## src/rtl/key_event_ctrl.sv

```systemverilog
// Key press/release (and optional long-press) events, round-robin queued.
// Long-press detection is built only when KEY_LONG_PRESS_EN is defined.
module key_event_ctrl #(
  parameter int N_KEYS     = 4,
  parameter int LONG_MS    = 1000,
  parameter int FIFO_DEPTH = 4
) (
  input  logic                        clk_1KHz,
  input  logic                        rst,
  input  logic [N_KEYS-1:0]           key_lvl,
  output logic                        ev_valid,
  output logic [$clog2(N_KEYS)-1:0]   ev_key,
  output logic [1:0]                  ev_type,
  input  logic                        ev_ready,
  output logic [$clog2(FIFO_DEPTH):0] ev_count,
  output logic                        overflow
);
  localparam int KW = $clog2(N_KEYS);
  localparam int AW = $clog2(FIFO_DEPTH);
  localparam int CW = AW + 1;
  localparam logic [CW-1:0] DEPTH_C = CW'(FIFO_DEPTH);
  localparam logic [KW-1:0] LAST_K = KW'(N_KEYS - 1);
  localparam logic [1:0] T_PRESS = 2'b00;
  localparam logic [1:0] T_REL = 2'b01;
  localparam logic [1:0] T_LONG = 2'b10;

  if (N_KEYS < 2 || N_KEYS > 8 || LONG_MS < 2 || LONG_MS > 1023 ||
      FIFO_DEPTH < 2 || FIFO_DEPTH > 16 ||
      (FIFO_DEPTH & (FIFO_DEPTH - 1)) != 0) begin : g_bad_cfg
    $error("key_event_ctrl: parameter out of range");
  end

  logic [N_KEYS-1:0] prev_q;
  logic [N_KEYS-1:0] press_q, press_d;
  logic [N_KEYS-1:0] rel_q, rel_d;
  logic [N_KEYS-1:0] pe, re, anyp, long_p;
  logic [N_KEYS-1:0] sel_oh, gnt_oh;
  logic [N_KEYS-1:0] g_press, g_rel, g_long;
  logic [KW-1:0]     rr_q, rr_d, sel;
  logic              found, push, pop;
  logic              long_ovf, ovf_q, ovf_d;
  logic [1:0]        wr_type;

  logic [KW-1:0]     mem_key [FIFO_DEPTH];
  logic [1:0]        mem_type [FIFO_DEPTH];
  logic [AW-1:0]     wp_q, rp_q;
  logic [CW-1:0]     cnt_q;

  assign pe   = key_lvl & ~prev_q;
  assign re   = ~key_lvl & prev_q;
  assign anyp = press_q | long_p | rel_q;

  // First key with pending work at or after rr_q, wrapping.
  always_comb begin : p_arb
    int j;
    found = 1'b0;
    sel   = '0;
    j     = 0;
    for (int i = 0; i < N_KEYS; i++) begin
      j = int'(rr_q) + i;
      if (j >= N_KEYS) j = j - N_KEYS;
      if (!found && anyp[j[KW-1:0]]) begin
        found = 1'b1;
        sel   = j[KW-1:0];
      end
    end
  end

  always_comb begin
    wr_type = T_REL;
    if (press_q[sel]) wr_type = T_PRESS;
    else if (long_p[sel]) wr_type = T_LONG;
  end

  assign push    = found && (cnt_q < DEPTH_C);
  assign pop     = ev_valid && ev_ready;
  assign sel_oh  = N_KEYS'(1) << sel;
  assign gnt_oh  = push ? sel_oh : '0;
  assign g_press = gnt_oh & {N_KEYS{wr_type == T_PRESS}};
  assign g_rel   = gnt_oh & {N_KEYS{wr_type == T_REL}};
  assign g_long  = gnt_oh & {N_KEYS{wr_type == T_LONG}};

  assign press_d = (press_q & ~g_press) | pe;
  assign rel_d   = (rel_q & ~g_rel) | re;
  assign rr_d    = !push ? rr_q : (sel == LAST_K) ? '0 : sel + 1'b1;
  assign ovf_d   = ovf_q | (|(pe & press_q & ~g_press))
                 | (|(re & rel_q & ~g_rel)) | long_ovf;

`ifdef KEY_LONG_PRESS_EN
  localparam logic [9:0] HIT = 10'(LONG_MS - 1);
  logic [9:0]        lc_q [N_KEYS];
  logic [9:0]        lc_d [N_KEYS];
  logic [N_KEYS-1:0] long_q, long_d, le;

  // Counter parks at HIT, so one hold raises at most one long event.
  always_comb begin
    le = '0;
    for (int k = 0; k < N_KEYS; k++) begin
      lc_d[k] = lc_q[k];
      if (pe[k] || !key_lvl[k]) begin
        lc_d[k] = '0;
      end else if (lc_q[k] != HIT) begin
        lc_d[k] = lc_q[k] + 10'd1;
        le[k]   = (lc_d[k] == HIT);
      end
    end
  end

  assign long_d   = (long_q & ~g_long) | le;
  assign long_p   = long_q;
  assign long_ovf = |(le & long_q & ~g_long);

  always_ff @(posedge clk_1KHz) begin
    if (rst) begin
      long_q <= '0;
      for (int k = 0; k < N_KEYS; k++) lc_q[k] <= '0;
    end else begin
      long_q <= long_d;
      lc_q   <= lc_d;
    end
  end
`else
  assign long_p   = '0;
  assign long_ovf = 1'b0;
`endif

  always_ff @(posedge clk_1KHz) begin
    prev_q <= key_lvl;
    if (rst) begin
      press_q <= '0;
      rel_q   <= '0;
      rr_q    <= '0;
      ovf_q   <= 1'b0;
    end else begin
      press_q <= press_d;
      rel_q   <= rel_d;
      rr_q    <= rr_d;
      ovf_q   <= ovf_d;
    end
  end

  always_ff @(posedge clk_1KHz) begin
    if (rst) begin
      wp_q  <= '0;
      rp_q  <= '0;
      cnt_q <= '0;
    end else begin
      if (push) begin
        mem_key[wp_q]  <= sel;
        mem_type[wp_q] <= wr_type;
        wp_q           <= wp_q + 1'b1;
      end
      if (pop) rp_q <= rp_q + 1'b1;
      case ({push, pop})
        2'b10:   cnt_q <= cnt_q + 1'b1;
        2'b01:   cnt_q <= cnt_q - 1'b1;
        default: cnt_q <= cnt_q;
      endcase
    end
  end

  assign ev_valid = (cnt_q != '0);
  assign ev_key   = ev_valid ? mem_key[rp_q] : '0;
  assign ev_type  = ev_valid ? mem_type[rp_q] : T_PRESS;
  assign ev_count = cnt_q;
  assign overflow = ovf_q;

endmodule

```

## config.mk

```make
export PLATFORM = sky130hd
export DESIGN_NAME = key_event_ctrl
export DESIGN_NICKNAME = d
export VERILOG_FILES = /design/src/rtl/key_event_ctrl.sv
export SDC_FILE = /design/constraint.sdc
export NUM_CORES = 1
export LEC_CHECK = 0
export CORE_MARGIN = 2
export CORE_UTILIZATION = 45
export DETAILED_ROUTE_END_ITERATION = 8
export PLACE_DENSITY = 0.71
export SLEW_MARGIN = 20
export SYNTH_ARGS = -nofsm -noshare
export SYNTH_HDL_FRONTEND = slang
export SYNTH_SLANG_ARGS = --single-unit
```

## constraint.sdc

```tcl
create_clock -name clk_1KHz -period 2.91 [get_ports clk_1KHz]
set_input_delay 0.4365 -clock clk_1KHz [delete_from_list [all_inputs] [get_ports clk_1KHz]]
set_output_delay 0.4365 -clock clk_1KHz [all_outputs]
set_load 0.1 [all_outputs]
```

==> metrics.txt <==
RD Place Congestion 0.785; H-tree depth 2; maxcap violations 0; RSZ-0062 raised after global routing no; Placement Setup Slack 0.329 ns; r2r setup slk 0.24 ns; cells after synthesis 172; Post-Syn Nets about 190; slowest library cell on the worst path or3_4; WL/cell 15.4 µm; antenna violations before repair 0; n_diodes 0; CTS tree done; Hold Violations, Final 0; worst slew pin tran approximately 0.58 ns; skew final 0.00535 ns; Synth Area in Adders 7.43%; crit path cell chain nor2_1, a211oi_1, or3_4, inv_1, ha_1, a21oi_1, a2111o_1, a311oi_1, a41oi_1; nets 207; Final period util between 90% and 100%; HPWL after detailed placement approximately 2600 µm; worst path required time 3.06 ns; Slew headroom 61.1%; complex-gate fraction of the synthesized area 17.9%; fraction of layout cells with a size suffix above 1 15.7%; hold buffers post-CTS 0; Power Density 1170 nW/µm²; Skew-Pair Late Insertion Delay 0.29 ns; Fin Setup TNS 0 ns; startpoint types flip-flop; post-cts resize count 0; most common cell after layout, fill and taps aside dfxtp_1; combinational family with the most area after synthesis compound AO/OA/AOI/OAI gates; Num CTS Buffers 5; Critical Path End Type flip-flop; Slew Limit Fails 0; Synth Area in Simple Gates 16.6%; GRT Residual Overflow 0; number of DRC markers in iteration 0 64; synthesized area 1790 µm²; sequential fraction of the synthesis area between 40% and 50%; die height 67.0 µm; Setup CP Type reg2reg; status completed; postcts setup bufs 0; xor/xnor share of the synthesized area ~2.5%; LEAKAGE roughly 0.00079 µW; DIE AREA 4490 µm²; Synth-to-Final Area Change 14.2%; clk slew on worst S/H paths 0.07 ns; reg2reg start press_q[2]; initial cell density of the core 47.7%; Design Area, Final 2040 µm²; post-synth cell types 50; clock root cell clkbuf_8; Max Clk Rate 0.374 GHz; Max FO, Critical Path 7; Arrival @ worst endpoint 2.83 ns; vias in the first global route between 1k and 1.5k; Yosys reg bits 36; Hold Path Origin prev_q[0]; fin worst setup slack about 0.24 ns; VDD IR max just under 0.5 mV; hold crit path type reg2reg; # port buffers 14; minimum clock period 2.67 ns; Via density about 5.6; Placement Rows 22; largest net degree at the start of global routing 21; final setup vio count 0; Ys Warns 0; final antenna-violating net count 0; Crit. Startpoint press_q[2]; Synth async-reset ratio 0%; clock tree buffer depth 2; Post-synth EDFFs 12; # clock sinks 36; drt total wl ~3700 µm; Synth Area per Inst a little over 10 µm²; Initial DRT Pass Iterations 4; CP bufs+invs 1; DIE WIDTH between 60 and 70 µm; Total GRT Usage 19.3%; via count 1342; # IOs 16; mux share of post-synthesis cell area 4.34%; DRC violations left 0; main flop type after synthesis dfxtp_1; critical path's top delay family compound AO/OA/AOI/OAI gates; most frequent cells in the layout dfxtp_1 (21), nor2_1 (20), a21oi_1 (13); Placement Cell Area 1960 µm²; first-pass GRT wire length 6150 µm; CP max stage delay 0.45 ns; core footprint approximately 3700 µm²
worst min-delay path, stage by stage, from the launching register on:
cell	delay [ns]
dfxtp_1	0.31
nand2b_1	0.08
a21oi_1	0.06
metrics by stage:
stage,std cells,hold slack (ns),power (µW),utilization (%)
2_1_floorplan,172,0.464,1790,-
3_3_place_gp,231,0.475,2010,52.2
3_5_place_dp,231,0.495,2050,52.2
4_1_cts,239,0.505,2410,54.5
5_1_grt,239,0.528,2550,54.5
6_report,239,0.501,2390,54.5
worst paths after layout:
kind                                  to  cells past startpoint
worst max register to register  overflow                      9
worst min-delay path            rel_q[0]                      2
worst min register to register  rel_q[0]                      2
worst max-delay path            overflow                      9
cell type report:
type	instances	area [µm²]
fillers	361	1700
multi-input cells	120	875
flip-flops and latches	36	845
repair buffers	16	135
clock buffers	6	72.6
well taps	48	60.1
inverters	11	41.3
clock inverters	2	11.3
registers in the layout, summed over array words and instances, names as in the netlist, named ones only:
register	cells
mem_key	8
mem_type	4
press_q	4
prev_q	4
rel_q	4
ev_count	3
rp_q	2
rr_q	2
wp_q	2
overflow	1
synthesized netlist by cell type (all sizes together), types with 2 or more instances:
library cell  number  area, µm²
o21ai              7       38.8
o21a               2       15.0
o21ba              2       20.0
nand3              3       20.0
xnor2              2       17.5
nand3b             2       15.0
buf                3       22.5
nand2b             5       31.3
a21oi             13       65.1
and2               9       56.3
a41oi              2       25.0
edfxtp            12        360
ha                 9        113
a311oi             3       26.3
dfxtp             24        480
or2                4       25.0
xor2               3       26.3
mux4               3       67.6
inv               11       41.3
nand2              8       30.0
clkbuf             2       7.51
or3                3       23.8
nor2              20       75.1
per-layer routing:
metal	wire length [µm]	GRT usage (%)
met5	0	0
met4	69	8.93
met3	260	5.24
met2	1790	32.1
met1	1550	23.2
report_power, final:
| part | switching [µW] | internal (µW) | total [µW] | leakage, µW |
|---|---|---|---|---|
| logic | 897 | 388 | 1290 | 0.000442 |
| clock network | 177 | 166 | 343 | 0.0000388 |
| registers | 95.8 | 665 | 761 | 0.000310 |
| total | 1170 | 1220 | 2390 | 0.000791 |
cell families after synthesis:
group / after synthesis
buf+inv: 16
fa+ha+maj: 10
flops: 36
other cells: 1
xor+xnor: 5
compound gates: 43
mux: 4
simple gates: 57
No activity file was read; power rests on OpenSTA's default activity.
==> patch (same settings) <==
Add a define of `KEY_LONG_PRESS_EN`.
--- a/src/rtl/key_event_ctrl.sv
+++ b/src/rtl/key_event_ctrl.sv
@@ -1,5 +1,7 @@
 // Key press/release (and optional long-press) events, round-robin queued.
 // Long-press detection is built only when KEY_LONG_PRESS_EN is defined.
+`define KEY_LONG_PRESS_EN
+
 module key_event_ctrl #(
   parameter int N_KEYS     = 4,
   parameter int LONG_MS    = 1000,
Function: no difference found for any inputs over 4 cycles, from zero or initial values and one cycle with rst high; that may be too few to reach the edited logic, so the function may still have changed.
==> patch against the original RTL <==
  * Routed wire length is 120% higher
  * Synthesized area increased by 140%
  * Power grew 61%
  * Die area up 130%
  * Worst setup slack lost 0.11 ns
  * Hold slack got worse by 0.011 ns
  * Sequential cell count grew 48
  * Design area grew 140%
  * Largest power group unchanged
==> patch: results <==
{
  "drive_above_1_share_pct": 11.6,
  "powerDensity_nw_per_um2": 799,
  "first_iter_violations": 195,
  "clock_skew_ns": 0.0128,
  "clock_latency_ns": 0.35,
  "reg2reg_from": "rel_q[1]$_SDFF_PP0_",
  "synth-edff-count": 16,
  "hpwl_mm": 5.97,
  "grt_pass1_vias": 3081,
  "dp.cells": 592,
  "swShare_pct": 41.1,
  "final-clk-cell-share_pct": 4.40,
  "synth.distinct_cells": 67,
  "rrSetupSlack_ns": 0.12,
  "relSlewSlack_pct": 67.9,
  "max-vdd-ir-drop_uv": 887,
  "synth.avg_cell_area_um2": 9.47,
  "p_leak_uw": 0.00173,
  "crit_fanout": 8,
  "gp_routability_congestion": 0.905,
  "wirelength_mm": 8.09,
  "status": "complete, no violations",
  "buffer_area_share_pct": 3.90,
  "synth_xor_xnor_area_share_pct": 8.56,
  "yosys-top-cells-count": "68 x dfxtp_1, 50 x nor2_1, 24 x nand2_1, 23 x a21oi_1",
  "multi_input_area_um2": 2310,
  "slowest_delay_ns": 0.41,
  "layout.nets": 501,
  "port_buffers": 15,
  "yosysSeqAreaShare_pct": 42.8,
  "power_frac_comb_pct": 39.2,
  "synthAdderAreaFrac_pct": 5.41,
  "grtUsageTotal_pct": 16.3,
  "grt_max_degree": 16
}
## patch: worst max-delay path by stage
| stage | slack [ns] | from | cells past startpoint | end |
|---|---|---|---|---|
| final | 0.12 | rel_q[1]$_SDFF_PP0_ | 9 | overflow$_SDFF_PP0_ |
| after global routing | -0.004 | rel_q[1]$_SDFF_PP0_ | 9 | overflow$_SDFF_PP0_ |
| after CTS | 0.09 | rel_q[1]$_SDFF_PP0_ | 9 | overflow$_SDFF_PP0_ |
| after detailed placement | 0.11 | rel_q[1]$_SDFF_PP0_ | 9 | overflow$_SDFF_PP0_ |
| after global placement | 0.23 | rel_q[1]$_SDFF_PP0_ | 9 | overflow$_SDFF_PP0_ |
| after floorplan | 0.18 | ev_count[0]$_SDFFE_PP0P_ | 8 | ev_count[2]$_SDFFE_PP0P_ |
## patch: stage by stage
| step | hold slack [ns] | worst slack (ns) | TNS, ns | cell area, µm² | utilization (%) |
|---|---|---|---|---|---|
| after global placement | 0.477 | 0.234 | 0 | 4570 | 49.5 |
| after CTS | 0.492 | 0.0935 | 0 | 4780 | 51.8 |
| final | 0.490 | 0.122 | 0 | 4810 | 52.0 |
| after floorplan | 0.458 | 0.184 | 0 | 4300 | - |
| after global routing | 0.520 | -0.00436 | -0.00436 | 4810 | 52.0 |
| after detailed placement | 0.480 | 0.106 | 0 | 4570 | 49.5 |
## patch: per-layer routing
layer	up-vias	routed length, µm	track usage (%)
met5	-	0	0
met4	0	90	4.68
met3	10	203	3.38
met2	49	4070	28.7
met1	1538	3730	20.1
li1	1667	-	-
## patch: repair_timing
action,in CTS,in global routing
hold endpoints to repair,0,0
setup buffers,0,2
setup endpoints to repair,0,1
gates resized for setup,0,2
## patch: worst min-delay path, delay by kind of cell, from the launching register on
kind | cells | cell delay (ns)
DFF | 1 | 0.32
AOI/OAI and AO/OA | 2 | 0.13
